<file path="config.mk">
export PLATFORM = sky130hd
export DESIGN_NAME = store_narrow_flat
export DESIGN_NICKNAME = d
export VERILOG_FILES = /design/src/rtl/store_narrow_if.sv /design/src/rtl/store_narrow.sv /design/src/flat_wrapper.sv
export SDC_FILE = /design/constraint.sdc
export NUM_CORES = 1
export LEC_CHECK = 0
export CORE_MARGIN = 10
export CORE_UTILIZATION = 43
export DETAILED_ROUTE_END_ITERATION = 16
export HOLD_SLACK_MARGIN = 0.02
export PLACE_DENSITY = 0.85
export SETUP_SLACK_MARGIN = 0.4
export SYNTH_ARGS = -nofsm -noshare
export SYNTH_HDL_FRONTEND = slang
export SYNTH_SLANG_ARGS = --single-unit
</file>
<file path="constraint.sdc">
create_clock -name CLK -period 2.2 [get_ports CLK]
set_input_delay 0.33 -clock CLK [delete_from_list [all_inputs] [get_ports CLK]]
set_output_delay 0.33 -clock CLK [all_outputs]
set_load 0.02 [all_outputs]
</file>
<file path="src/rtl/store_narrow_if.sv">
// Request and byte-write port bundle for store_narrow; master is the requester/memory side, slave is the unit.
interface store_narrow_if #(
    parameter int BYTE_ADDR_W = 32
);
    logic                   Start;
    logic [31:0]            Data;
    logic [BYTE_ADDR_W-1:0] Addr;
    logic [1:0]             Size;
    logic                   ExtSel;
    logic                   MemReady;
    logic                   Ready;
    logic                   ByteWe;
    logic [BYTE_ADDR_W-1:0] ByteAddr;
    logic [7:0]             ByteData;
    logic                   Done;
    logic                   Overflow;

    modport master (
        output Start, Data, Addr, Size, ExtSel, MemReady,
        input  Ready, ByteWe, ByteAddr, ByteData, Done, Overflow
    );

    modport slave (
        input  Start, Data, Addr, Size, ExtSel, MemReady,
        output Ready, ByteWe, ByteAddr, ByteData, Done, Overflow
    );
endinterface

</file>
<file path="src/rtl/store_narrow.sv">
// store_narrow: streams the low 1/2/4 bytes of a register value little-endian onto a byte write port.
// Latency: byte k shown k+1 cycles after accept, Done after the last byte; MemReady=0 holds the current byte.
// Range check on the stored value is built only with STORE_NARROW_OVF_EN defined; otherwise Overflow is tied 0.
module store_narrow #(
    parameter int BYTE_ADDR_W = 32
) (
    input  logic          CLK,
    input  logic          Reset,
    store_narrow_if.slave bus
);
    typedef enum logic [1:0] {
        IDLE = 2'd0,
        SEND = 2'd1,
        DONE = 2'd2
    } state_t;

    state_t                 state_q, state_d;
    logic [31:0]            data_q, data_d;
    logic [BYTE_ADDR_W-1:0] addr_q, addr_d;
    logic [1:0]             last_q, last_d;
    logic [1:0]             idx_q, idx_d;

    always_comb begin
        state_d = state_q;
        data_d  = data_q;
        addr_d  = addr_q;
        last_d  = last_q;
        idx_d   = idx_q;
        case (state_q)
            IDLE: begin
                if (bus.Start) begin
                    state_d = SEND;
                    data_d  = bus.Data;
                    addr_d  = bus.Addr;
                    idx_d   = 2'd0;
                    // last_d holds N-1; Size 11 behaves as a word
                    case (bus.Size)
                        2'b00:   last_d = 2'd0;
                        2'b01:   last_d = 2'd1;
                        default: last_d = 2'd3;
                    endcase
                end
            end
            SEND: begin
                if (bus.MemReady) begin
                    if (idx_q == last_q) begin
                        state_d = DONE;
                    end else begin
                        idx_d = idx_q + 2'd1;
                    end
                end
            end
            DONE: begin
                state_d = IDLE;
            end
            default: begin
                state_d = IDLE;
            end
        endcase
    end

    always_ff @(posedge CLK or negedge Reset) begin
        if (!Reset) begin
            state_q <= IDLE;
            data_q  <= '0;
            addr_q  <= '0;
            last_q  <= '0;
            idx_q   <= '0;
        end else begin
            state_q <= state_d;
            data_q  <= data_d;
            addr_q  <= addr_d;
            last_q  <= last_d;
            idx_q   <= idx_d;
        end
    end

    assign bus.Ready    = (state_q == IDLE);
    assign bus.ByteWe   = (state_q == SEND);
    assign bus.Done     = (state_q == DONE);
    assign bus.ByteAddr = (state_q == SEND) ? (addr_q + {{(BYTE_ADDR_W-2){1'b0}}, idx_q}) : '0;
    assign bus.ByteData = (state_q == SEND) ? data_q[{idx_q, 3'b000} +: 8] : 8'h00;

`ifdef STORE_NARROW_OVF_EN
    logic accept;
    logic ovf_chk;
    logic ovf_q, ovf_d;

    assign accept = (state_q == IDLE) && bus.Start;

    // Signed fit means every bit above the narrowed sign bit copies it
    always_comb begin
        ovf_chk = 1'b0;
        case (bus.Size)
            2'b00: ovf_chk = bus.ExtSel ? ((|bus.Data[31:7])  && !(&bus.Data[31:7]))
                                        : (|bus.Data[31:8]);
            2'b01: ovf_chk = bus.ExtSel ? ((|bus.Data[31:15]) && !(&bus.Data[31:15]))
                                        : (|bus.Data[31:16]);
            default: ovf_chk = 1'b0;
        endcase
    end

    always_comb begin
        ovf_d = ovf_q;
        if (accept) begin
            ovf_d = ovf_chk;
        end
    end

    always_ff @(posedge CLK or negedge Reset) begin
        if (!Reset) begin
            ovf_q <= 1'b0;
        end else begin
            ovf_q <= ovf_d;
        end
    end

    assign bus.Overflow = ovf_q;
`else
    assign bus.Overflow = 1'b0;
`endif

endmodule
</file>
<file path="src/flat_wrapper.sv">
// flat-port wrapper written by rule: the top's interface ports become plain ports
module store_narrow_flat 
#(
    parameter int BYTE_ADDR_W = 32
)
  (CLK, Reset, bus_Start, bus_Data, bus_Addr, bus_Size, bus_ExtSel, bus_MemReady, bus_Ready, bus_ByteWe, bus_ByteAddr, bus_ByteData, bus_Done, bus_Overflow);
  store_narrow_if #(.BYTE_ADDR_W(BYTE_ADDR_W)) bus_i ();
  input  logic CLK;
  input  logic Reset;
  input wire logic [$bits(bus_i.Start)-1:0] bus_Start;
  input wire logic [$bits(bus_i.Data)-1:0] bus_Data;
  input wire logic [$bits(bus_i.Addr)-1:0] bus_Addr;
  input wire logic [$bits(bus_i.Size)-1:0] bus_Size;
  input wire logic [$bits(bus_i.ExtSel)-1:0] bus_ExtSel;
  input wire logic [$bits(bus_i.MemReady)-1:0] bus_MemReady;
  output wire logic [$bits(bus_i.Ready)-1:0] bus_Ready;
  output wire logic [$bits(bus_i.ByteWe)-1:0] bus_ByteWe;
  output wire logic [$bits(bus_i.ByteAddr)-1:0] bus_ByteAddr;
  output wire logic [$bits(bus_i.ByteData)-1:0] bus_ByteData;
  output wire logic [$bits(bus_i.Done)-1:0] bus_Done;
  output wire logic [$bits(bus_i.Overflow)-1:0] bus_Overflow;
  assign bus_i.Start = bus_Start;
  assign bus_i.Data = bus_Data;
  assign bus_i.Addr = bus_Addr;
  assign bus_i.Size = bus_Size;
  assign bus_i.ExtSel = bus_ExtSel;
  assign bus_i.MemReady = bus_MemReady;
  assign bus_Ready = bus_i.Ready;
  assign bus_ByteWe = bus_i.ByteWe;
  assign bus_ByteAddr = bus_i.ByteAddr;
  assign bus_ByteData = bus_i.ByteData;
  assign bus_Done = bus_i.Done;
  assign bus_Overflow = bus_i.Overflow;
  store_narrow #(.BYTE_ADDR_W(BYTE_ADDR_W)) u_core (.CLK(CLK), .Reset(Reset), .bus(bus_i));
endmodule
</file>
==> qor.csv <==
stage,metric,value,unit
critical_path,r2r_end,u_core.idx_q[1]$_DFFE_PN0P_,
synth,ys_async_sr_fraction,100,%
floorplan,dieHeight,115,um
synth,yosysWarnings,0,
critical_path,crit_arrival,2.37,ns
placement,dp_hpwl,8870,um
run_status,violations,negative setup slack,
routing,routed_wl,15100,um
synth,synth_area,0.00384,mm2
timing,slew_violations,0,
clocking,numClockSinks,70,
power,p_clk_share,9.8,%
power,p_total,11.5,mW
placement,placement.cell_area,0.00586,mm2
synth,synthFlopType,dfrtp_1,
routing,routedWlPerCell,23.2,um
synth,synth_nets,413,
critical_path,critPathKind,register to output pin,
synth,ys_ff_latch,70,
clocking,cts_buffer_depth,2,
clocking,cts_made_buffers,9,
floorplan,core,0.00872,mm2
timing,min_period,2.70,ns
power,p_int,6.76,mW
floorplan,initial_utilization,44.1,%
clocking,clock-root-buffer,clkbuf_8,
layout,diodes,0,
floorplan,dieArea,0.0131,mm2
floorplan,ioPinCount,115,
timing,slew-limit-headroom,66.3,%
timing,hold_viol_final,0,
timing,skew,0.0119,ns
routing,drt_iter0_drc,211,
clocking,htreeDepth,3,
timing,setup_viol,38,
power,p_sw,4.76,mW
global_route,grt_pass1_vias,3994,
routing,vias_per_cell,5.76,
synth,synth_seq_area_share,45.6,%
synth,ys_types,43,
synth,synth_edf_count,0,
layout,design_area,0.00693,mm2
floorplan,std_cell_rows,34,
placement,portBuffers,112,
critical_path,cp-start-kind,register,
power,p_sw_share,41.3,%
clocking,clkLatencyLatePin,0.37,ns
critical_path,r2r_slack,0.16,ns
floorplan,die_w,115,um
placement,dp_slack,-0.618,ns
global_route,grt_start_max_net_pins,71,
layout,syn_to_final_growth,80.3,%
placement,place_congestion,0.869,
global_route,grt_overflow,0,
layout,fin_nets,615,
critical_path,ff2ff_path_depth,7,
routing,drt_pass1_iterations,6,
layout,drive_gt1_share,60.3,%
power,powerDensity,1660,mW/mm2
power,vdd_drop_max,1.01,mV
routing,drc,0,
global_route,track_usage,19.6,%
timing,worst_slack,-0.500,ns
run_status,outcome,"finished, violations left",
timing,tightest_slew,0.506,ns
power,leakage,2.95,nW
synth,syn-instance-count,339,
clocking,cts_tree,done,
job,drv_cap,0,
routing,num_vias,3770,
global_route,antenna_found_initial,0,
power,seqPwrFrac,21.4,%
critical_path,cp_max_fo,4,
synth,postSynthAreaPerCell,11.3,um2
critical_path,r2r_start,u_core.state_q[0]$_DFFE_PN0P_,
layout,layout.cells.non_filler,654,
global_route,grt_pass1_wl,20400,um
clocking,cts.clk_slew.worst_paths,0.09,ns
timing,rsz0062_at_grt,yes,
critical_path,cp_data_required_time,1.87,ns
placement,placed_cells,605,
critical_path,cp-end-kind,output pin,
timing,max_freq,370,MHz
hold_path,hp-class,input port to async pin,
power,p_comb_share,68.8,%
timing,post-route-period-util,123,%
routing,drtAntennaViolNets,0,
layer usage:
layer	vias up	share of wire (%)	GRT usage [%]	routed length, um
met2	171	52	34.8	7880
met1	1893	37	21.0	5660
met4	0	3.9	7.02	590
met5	-	0	0	0
li1	1655	-	-	-
met3	51	6.7	6.81	1010
worst max-delay path, cell delays in order (launching register included):
cell and delay, ns:
dfrtp_2 0.45, ha_4 0.18, buf_4 0.13, buf_4 0.13, a21o_4 0.23, buf_6 0.12, buf_6 0.10, buf_6 0.12
nand4_1 0.10, xor2_1 0.19, nor2_1 0.08, buf_4 0.16
synth_stat cells (all sizes together), types with 2 or more instances:
library cell  number  area [um2]
mux4               8         180
ha                 2        25.0
o31ai             16         120
and4               3        27.5
nand4             10        68.8
nand2b             3        18.8
clkbuf            11        42.5
mux2              61         687
or4               18         140
buf                9        58.8
and3               6        37.5
nor4               2        12.5
or3                2        13.8
o21ai              8        40.0
nor2              14        52.6
nand3             11        55.1
xor2              11        96.3
xnor2              2        17.5
inv                7        26.3
and2              13        82.6
nand2             20        77.6
a21o               2        15.0
mux2i              3        30.0
dfrtp             70        1750
a21oi             20         100
cell type report:
type	instances	area, um2
fillers	451	1790
clock inverters	7	80.1
repair buffers	212	2070
clock buffers	9	124
multi-input cells	241	2740
well taps	108	135
flip-flops and latches	70	1760
inverters	7	28.8
kinds of logic (layout without fill, tap and decap cells):
| kind of cell | after synthesis | after routing | synth area share [%] |
|---|---|---|---|
| simple gates | 104 | 104 | 15.6 |
| other cells | 1 | 1 | 0.0976 |
| xor+xnor | 13 | 13 | 2.96 |
| compound gates | 48 | 48 | 7.68 |
| flops | 70 | 70 | 45.6 |
| buf+inv | 28 | 235 | 3.55 |
| mux | 72 | 72 | 23.3 |
| fa+ha+maj | 3 | 3 | 1.17 |
repair_timing:
action / CTS / global route
gates resized for setup: 282 / 93
buffers inserted: 14 / 17
endpoints found under the hold margin: 70 / 0
setup endpoints to repair: 43 / 43
pin swaps: 27 / 34
gates cloned: 1 / 0
hold buffers: 1 / 0
cell usage in the layout (no fill, tap or decap), drive strengths merged, types with 2 or more instances in the layout:
cell type / Yosys / layout
xor2: 11 / 11
inv: 7 / 10
clkdlybuf4s50: 0 / 68
buf: 9 / 139
clkbuf: 11 / 11
a21oi: 20 / 20
mux2i: 3 / 3
or3: 2 / 2
nand4: 10 / 10
ha: 2 / 2
a21o: 2 / 2
nand2: 20 / 20
nand3: 11 / 11
o21ai: 8 / 8
and3: 6 / 6
o31ai: 16 / 16
xnor2: 2 / 2
nand2b: 3 / 3
clkinvlp: 0 / 2
dfrtp: 70 / 70
nor4: 2 / 2
nor2: 14 / 14
or4: 18 / 18
mux2: 61 / 61
and4: 3 / 3
and2: 13 / 13
mux4: 8 / 8
stage by stage:
stage / setup TNS, ns / utilization (%) / hold WS [ns]
2_1_floorplan: -0.0173 / - / 0.0344
3_3_place_gp: -11.76 / 67.2 / 0.381
3_5_place_dp: -12.70 / 67.2 / 0.386
5_1_grt: -15.45 / 79.5 / 0.531
6_report: -13.67 / 79.5 / 0.512
4_1_cts: -8.65 / 73.3 / 0.513
power by group through the flow:
stage          clock network [mW]  logic (mW)  registers, mW
6_report                     1.13        7.93           2.47
5_1_grt                      1.18        8.31           2.52
2_1_floorplan                   0        3.35           2.39
3_3_place_gp                    0        5.74           2.32
4_1_cts                      1.11        6.68           2.37
3_5_place_dp                    0        5.90           2.39
how the worst max path moves through the flow:
stage | from | end | slack (ns) | cells after the start
after global routing | u_core.idx_q[0]$_DFFE_PN0P_ | bus_ByteAddr[20] | -0.56 | 7
after CTS | u_core.addr_q[16]$_DFFE_PN0P_ | bus_ByteAddr[30] | -0.43 | 5
after global placement | u_core.addr_q[0]$_DFFE_PN0P_ | bus_ByteAddr[20] | -0.59 | 7
after floorplan | u_core.idx_q[0]$_DFFE_PN0P_ | bus_ByteAddr[20] | -0.02 | 7
after detailed placement | u_core.addr_q[0]$_DFFE_PN0P_ | bus_ByteAddr[20] | -0.62 | 7
final | u_core.idx_q[0]$_DFFE_PN0P_ | bus_ByteAddr[9] | -0.50 | 11
state kept, by name, indices dropped and copies added (netlist names):
name and count:
u_core.idx_q 2, u_core.last_q 2, u_core.state_q 2, u_core.addr_q 32, u_core.data_q 32
No activity file was read; power rests on OpenSTA's default activity.
